===== src/rtl/hack_fetch.sv =====
// hack_fetch: Hack instruction-fetch stage; issues pc_out to a 1-cycle ROM, buffers
// address-tagged words in a small FIFO, and drives the PC hold/redirect controls.
module hack_fetch #(
  parameter int ADDR_W = 15,
  parameter int DATA_W = 16,
  parameter int DEPTH  = 2
) (
  input  logic              clk,
  input  logic              reset,
  input  logic [ADDR_W-1:0] pc_out,
  output logic              pc_load,
  output logic [ADDR_W-1:0] pc_in,
  output logic [ADDR_W-1:0] rom_addr,
  input  logic [DATA_W-1:0] rom_data,
  input  logic              jump,
  input  logic [ADDR_W-1:0] jump_addr,
  output logic              instr_valid,
  output logic [DATA_W-1:0] instr,
  output logic [ADDR_W-1:0] instr_addr,
  input  logic              instr_ready
);
  localparam int PW = $clog2(DEPTH);
  localparam int CW = PW + 1;
  logic [DATA_W-1:0] r_data [DEPTH];
  logic [ADDR_W-1:0] r_tag [DEPTH];
  logic [PW-1:0]     r_head;
  logic [PW-1:0]     r_tail;
  logic [CW-1:0]     r_count;
  logic              r_inflight;
  logic [ADDR_W-1:0] r_inflight_addr;
  logic              w_pop;
  logic              w_push;
  logic              w_issue;
  logic [CW-1:0]     w_occ;
  assign instr_valid = r_count != '0;
  assign instr       = instr_valid ? r_data[r_head] : '0;
  assign instr_addr  = instr_valid ? r_tag[r_head] : '0;
  assign w_pop       = instr_valid & instr_ready;
  // occupancy counts the in-flight ROM read so a returning word always has a slot
  assign w_occ       = r_count + CW'(r_inflight) - CW'(w_pop);
  assign w_issue     = !reset & !jump & (w_occ < CW'(DEPTH));
  assign w_push      = r_inflight & !jump & !reset;
  assign rom_addr    = pc_out;
  assign pc_load     = !reset & !w_issue;
  assign pc_in       = (!reset & jump) ? jump_addr : pc_out;
  always_ff @(posedge clk) begin
    if (reset || jump) begin
      r_head          <= '0;
      r_tail          <= '0;
      r_count         <= '0;
      r_inflight      <= 1'b0;
      r_inflight_addr <= '0;
    end else begin
      r_head     <= r_head + PW'(w_pop);
      r_tail     <= r_tail + PW'(w_push);
      r_count    <= r_count + CW'(w_push) - CW'(w_pop);
      r_inflight <= w_issue;
      if (w_issue)
        r_inflight_addr <= pc_out;
    end
  end
  always_ff @(posedge clk) begin
    if (w_push) begin
      r_data[r_tail] <= rom_data;
      r_tag[r_tail]  <= r_inflight_addr;
    end
  end
endmodule

===== config.mk =====
export PLATFORM = sky130hd
export DESIGN_NAME = hack_fetch
export DESIGN_NICKNAME = d
export VERILOG_FILES = /design/src/rtl/hack_fetch.sv
export SDC_FILE = /design/constraint.sdc
export NUM_CORES = 1
export LEC_CHECK = 0
export CAP_MARGIN = 20
export CORE_ASPECT_RATIO = 0.8
export CORE_MARGIN = 5
export CORE_UTILIZATION = 30
export DETAILED_ROUTE_END_ITERATION = 8
export DONT_BUFFER_PORTS = 1
export GPL_TIMING_DRIVEN = 1
export PLACE_DENSITY = 0.42
export RECOVER_POWER = 25
export REMOVE_ABC_BUFFERS = 1
export SLEW_MARGIN = 25
export SYNTH_ARGS = -nofsm -noshare
export SYNTH_HDL_FRONTEND = slang
export SYNTH_SLANG_ARGS = --single-unit
export TNS_END_PERCENT = 20

===== constraint.sdc =====
create_clock -name clk -period 2.25 [get_ports clk]
set_input_delay 0.45 -clock clk [delete_from_list [all_inputs] [get_ports clk]]
set_output_delay 0.45 -clock clk [all_outputs]
set_load 0.05 [all_outputs]

==> reports/qor.csv, run 1 <==
stage;metric;value;unit
sta;max_freq;458.6;MHz
grt;grt-ovfl-total;0;
grt;grt_max_degree;33;
detailed_routing;drt_pass1_iterations;4;
detailed_routing;routed_wl;7.635;mm
sta;finalSetupViolations;0;
clock_network;cts_root_buffer;clkbuf_16;
sta;skew;0.004916;ns
synthesis;synth_top_area_share;52.73;%
place;dp_cells;421;
setup_path;critPathArrivalTime;1.73;ns
synthesis;yosysSeqAreaShare;64.07;%
synthesis;synthCells;263;
grt;antenna_found_initial;0;
setup_path;cp_max_fo;32;
clock_network;htreeDepth;3;
synthesis;ys_top_cells_by_count;edfxtp_1 (62), nor2_1 (37), mux2i_1 (31);
power_and_ir_drop;p_leak;0.001415;uW
detailed_routing;final_antenna_net_count;0;
synthesis;synth.area.top_cells;edfxtp_1 (53%), dfxtp_1 (11%), mux2i_1 (8.8%);
clock_network;clk_pin_slew;0.06;ns
floorplan;num_rows;35;
sta;max_slew_margin;44.23;%
setup_path;r2r_start;r_count[0];
detailed_routing;dr_total_vias;1993;
place;io_buffers;0;
setup_path;startpoint;r_count[0];
synthesis;synth_top_area_cell;edfxtp_1;
grt;grt_pass1_vias;1984;
detailed_routing;via_per_inst;4.561;
clock_network;clock_sinks;82;
sta;min_period;2.180;ns
setup_path;critical_path_required;1.80;ns
layout;drive_gt1_share;32.53;%
grt;grt_pass1_wl;11.34;mm
detailed_routing;drc;0;
clock_network;ctsHoldBuffers;0;
synthesis;ys_types;30;
synthesis;yosys_warnings;0;
sta;rsz0062_at_grt;true;
setup_path;startpoint_type;register;
sta;setup_slack;0.06951;ns
synthesis;ys_ff_latch;82;
layout;finalNonFillerCells;437;
run;drv_cap;0;
sta;final-max-slew-violation-count;0;
clock_network;clk_latency;0.33;ns
synthesis;synth_edf_count;62;
place;routabilityCongestion;0.7020;
setup_path;endpoint_kind;output pin;
clock_network;clockBufferDepth;2;
floorplan;start_util;30.66;%
synthesis;async_reset_ff_share;0;%
floorplan;dieArea;0.01405;mm2
power_and_ir_drop;ir_worst_vdd;0.3182;mV
sta;tightest_slew;0.8345;ns
floorplan;die_x;131.3;um
synthesis;netlist_area;0.003531;mm2
sta;finalCritPeriodShare;96.91;%
synthesis;synthFlopType;edfxtp_1;
place;pre_cts_slack;0.2034;ns
floorplan;ios;113;
min_path;min_from;rom_data[11];
layout;syn2layout_area_growth;22.04;%
detailed_routing;wl_per_cell;17.47;um
layout;antenna_cells;0;
clock_network;tritoncts;done;
layout;layout.nets;337;
power_and_ir_drop;powerDensity;799.2;mW/mm2
detailed_routing;drtIter0Drc;92;
min_path;hp-class;primary input to register;
floorplan;core;0.01152;mm2
run_status;status;complete, no violations;
synthesis;yosysMostFrequentCell;edfxtp_1;
sta;hold_viol;0;
grt;grt_use_total;10.69;%
place;post-dp-hpwl;5.036;mm
setup_path;crit_type;register to output pin;
sta;tns;0;ns
synthesis;postSynthAreaPerCell;13.43;um2
clock_network;numCtsBuffers;9;
floorplan;chipHeight;107.0;um
setup_path;reg2reg_slack;0.31;ns
==> path summary, 6_finish.rpt <==
| path | to | depth (start not counted) |
|---|---|---|
| worst max-delay path | instr[14] | 3 |
| worst min-delay path | r_data[0][11] | 0 |
| worst max register to register | r_count[0] | 6 |
| worst min register to register | r_tag[0][7] | 0 |
==> state kept, by name (all words and copies together), names as in the netlist <==
register,count
r_head,1
r_tail,1
r_inflight,1
r_data,32
r_inflight_addr,15
r_tag,30
r_count,2
==> area by class of cell <==
type	count	area, um2
flip-flops and latches	82	2266
clock buffers	12	246.5
clock inverters	4	76.32
well taps	148	185.2
repair buffers	40	442.9
fillers	1118	7208
multi-input cells	149	1085
inverters	2	7.507
==> logic make-up (layout without fill, tap and decap cells) <==
group                    Yosys count  after routing  synth area share [%]
AO/OA/AOI/OAI                     34             34                 6.095
buffers and inverters             32             58                 5.812
multiplexers                      48             48                 14.39
AND/OR/NAND/NOR                   61             61                 7.831
adder cells (fa/ha/maj)            3              3                 1.063
XOR/XNOR                           3              3                0.7443
flip-flops                        82             82                 64.07
==> layout by cell type, fill, tap and decap left out <==
master	Yosys	routed
buf_6	2	28
ha_1	3	1
clkinv_4	0	1
o21ai_1	9	9
and4bb_2	1	1
nor2_1	37	36
nand2b_1	1	1
nor2b_4	0	1
nor2b_1	1	1
and2_1	2	2
mux2i_2	1	1
xnor2_1	1	1
nand3_1	15	15
dfxtp_1	20	17
edfxtp_1	62	62
a21oi_1	8	7
clkbuf_8	0	1
o21ai_2	1	1
buf_12	0	3
bufinv_16	0	2
clkbuf_16	0	9
clkinvlp_4	0	1
dfxtp_2	0	3
mux2i_1	31	31
a21o_2	1	1
buf_4	16	9
mux2_4	1	1
nand2_2	1	1
nand2_1	1	1
nor2_4	0	1
a21oi_2	10	11
clkbuf_1	4	2
o21ai_0	5	5
or2_2	1	1
ha_2	0	2
xor2_1	2	2
mux2_2	15	15
inv_1	2	2
==> critical path: stages (launching register included) <==
cell and delay (ns):
dfxtp_2 0.36, nor2_4 0.67, nor2_1 0.16, buf_6 0.20
==> timing repair <==
item	in CTS	in global routing
endpoints found under the setup margin	33	33
cloned	0	0
buffers inserted	0	0
resized for setup	16	16
hold endpoints to repair	0	0
==> metal layers <==
layer  vias up  global-route usage (%)  wire length [um]
li1        973                       -                 -
met1       929                   13.48              3420
met2        83                   16.16              3473
met3         8                   5.253               646
met4         0                   3.304                94
met5         -                       0                 0
==> where the power goes <==
group          leakage, uW  internal (uW)  switching, uW
clock network     0.000153           1000            550
registers         0.000739           1650           11.6
logic             0.000523           62.2            169
==> through the flow <==
stage / area (um2) / total power, uW / util, % / hold WS (ns)
2_1_floorplan: 3333 / 1873 / - / 0.4252
3_3_place_gp: 3870 / 1919 / 33.60 / 0.4351
3_5_place_dp: 3870 / 1920 / 33.60 / 0.4368
4_1_cts: 4254 / 3490 / 36.94 / 0.1959
5_1_grt: 4309 / 3576 / 37.41 / 0.1927
6_report: 4309 / 3444 / 37.41 / 0.2107
No activity file was read; power rests on OpenSTA's default activity.
==> inputs of run 2 (changes only) <==
--- a/config.mk
+++ b/config.mk
@@ -12,7 +12,6 @@
 export DETAILED_ROUTE_END_ITERATION = 8
 export DONT_BUFFER_PORTS = 1
 export GPL_TIMING_DRIVEN = 1
-export PLACE_DENSITY = 0.42
 export RECOVER_POWER = 25
 export REMOVE_ABC_BUFFERS = 1
 export SLEW_MARGIN = 25
==> reports/qor.csv, run 2 (synthesized netlist as in run 1, its figures left out) <==
stage;metric;value;unit
floorplan;num_rows;35;
power_and_ir_drop;powerDensity;844.8;mW/mm2
setup_path;critical_path_required;1.80;ns
layout;layout_common_cells;edfxtp_1 (62), buf_4 (43), nor2_1 (36);
setup_path;cpMaxStageDelayCell;dfxtp_1;
sta;final-max-slew-violation-count;0;
layout;seqCellArea;0.002265;mm2
clock_network;cts_root_buffer;clkbuf_16;
grt;grt_use_total;11.13;%
layout;largestRegisters;r_data x32, r_tag x30, r_inflight_addr x15;
detailed_routing;drtIter0Drc;111;
setup_path;crit_end;pc_load;
layout;nFillCells;1134;
setup_path;endpoint_kind;output pin;
sta;max_slew_margin;63.16;%
layout;fin_util;37.06;%
detailed_routing;dr_total_vias;2093;
floorplan;chipHeight;107.0;um
clock_network;htreeDepth;3;
clock_network;clock_sinks;82;
clock_network;clk_pin_slew;0.06;ns
place;dp_cells;424;
layout;regMostFlops;r_data;
clock_network;clockBufferDepth;2;
grt;grt_pass1_wl;12.06;mm
min_path;hp-class;primary input to register;
sta;tightest_slew;0.5526;ns
floorplan;die_x;131.3;um
run;drv_cap;0;
setup_path;crit_type;register to output pin;
place;io_buffers;0;
place;post-dp-hpwl;5.286;mm
place;routabilityCongestion;0.6690;
sta;finalCritPeriodShare;93.53;%
setup_path;cp_slowest_stage_delay;0.37;ns
power_and_ir_drop;ir_worst_vdd;0.3493;mV
grt;antenna_found_initial;0;
setup_path;startpoint;r_inflight;
setup_path;cp_max_fo;16;
floorplan;ios;113;
grt;grt_pass1_vias;2150;
layout;finalNonFillerCells;442;
detailed_routing;wl_per_cell;17.06;um
detailed_routing;via_per_inst;4.735;
detailed_routing;drt_pass1_iterations;4;
grt;grt-ovfl-total;0;
detailed_routing;drc;0;
sta;tns;0;ns
floorplan;dieArea;0.01405;mm2
detailed_routing;final_antenna_net_count;0;
setup_path;path_cells;nand2b_1 > a21o_2 > a21oi_1 > nor2_1 > buf_4;
run_status;status;complete, no violations;
clock_network;clk_latency;0.33;ns
setup_path;reg2reg_slack;0.60;ns
sta;skew;0.005280;ns
floorplan;start_util;30.66;%
setup_path;r2r_start;r_count[0];
sta;finalSetupViolations;0;
sta;rsz0062_at_grt;false;
setup_path;timing.rr.end;r_count[1];
clock_network;ctsHoldBuffers;0;
setup_path;startpoint_type;register;
min_path;min_path_cells;0;
power_and_ir_drop;p_leak;0.001447;uW
clock_network;tritoncts;done;
sta;max_freq;475.2;MHz
layout;syn2layout_area_growth;20.87;%
sta;min_period;2.105;ns
grt;grt_max_degree;27;
layout;antenna_cells;0;
layout;drive_gt1_share;33.67;%
detailed_routing;routed_wl;7.542;mm
setup_path;reg2reg_depth;7;
layout;final_common_cell;edfxtp_1;
clock_network;numCtsBuffers;9;
layout;largest_reg_flops;32;
sta;hold_viol;0;
layout;layout.nets;342;
layout;multi_input_area;0.001081;mm2
setup_path;critPathArrivalTime;1.65;ns
floorplan;core;0.01152;mm2
## run 2: layout make-up
class | count | area share [%]
Tap cell | 148 | 4.339
Timing Repair Buffer | 45 | 8.502
Multi-Input combinational cell | 149 | 25.33
Inverter | 2 | 0.1759
Sequential cell | 82 | 53.06
Clock inverter | 4 | 1.818
Clock buffer | 12 | 6.772
## run 2: worst min-delay path by stage
stage	start	endpoint	slack [ns]
floorplan	r_inflight_addr[0]	r_tag[0][0]	0.43
global route	rom_data[9]	r_data[0][9]	0.19
CTS	rom_data[10]	r_data[1][10]	0.19
global placement	r_inflight_addr[11]	r_tag[0][11]	0.43
finish	rom_data[3]	r_data[0][3]	0.21
detailed placement	r_inflight_addr[8]	r_tag[1][8]	0.44
## run 2: repair_timing
item,4_1_cts,5_1_grt
endpoints found under the hold margin,0,0
setup endpoints to repair,0,1
resized for setup,0,2
setup buffers,0,2
## run 2: where the power goes
group	total (uW)	leakage (uW)	switching, uW	internal, uW
clock	1720	0.000179	580	1140
combinational	227	0.000530	166	61.3
sequential	1660	0.000738	11.8	1650
total	3610	0.00145	757	2850
## run 2: critical path: cells and delay by family (launching register included)
| kind | cells | cell delay, ns |
|---|---|---|
| buffers and inverters | 1 | 0.20 |
| AND/OR/NAND/NOR | 2 | 0.28 |
| AO/OA/AOI/OAI | 2 | 0.47 |
| flip-flops | 1 | 0.37 |
## run 2: layer usage
layer | share of wire (%) | global-route usage, %
met1 | 44 | 13.96
met2 | 45 | 17.10
met3 | 9.2 | 4.597
met4 | 1.4 | 4.405
met5 | 0 | 0
## run 2: per-stage QoR
| step | setup WS, ns | hold WS (ns) | power, uW | area [um2] |
|---|---|---|---|---|
| finish | 0.1455 | 0.2084 | 3605 | 4268 |
| floorplan | -0.5625 | 0.4252 | 1873 | 3333 |
| global placement | 0.3438 | 0.4270 | 1915 | 3880 |
| CTS | 0.003197 | 0.1895 | 3653 | 4247 |
| detailed placement | 0.3262 | 0.4395 | 1919 | 3880 |
| global route | 0.01930 | 0.1902 | 3729 | 4268 |
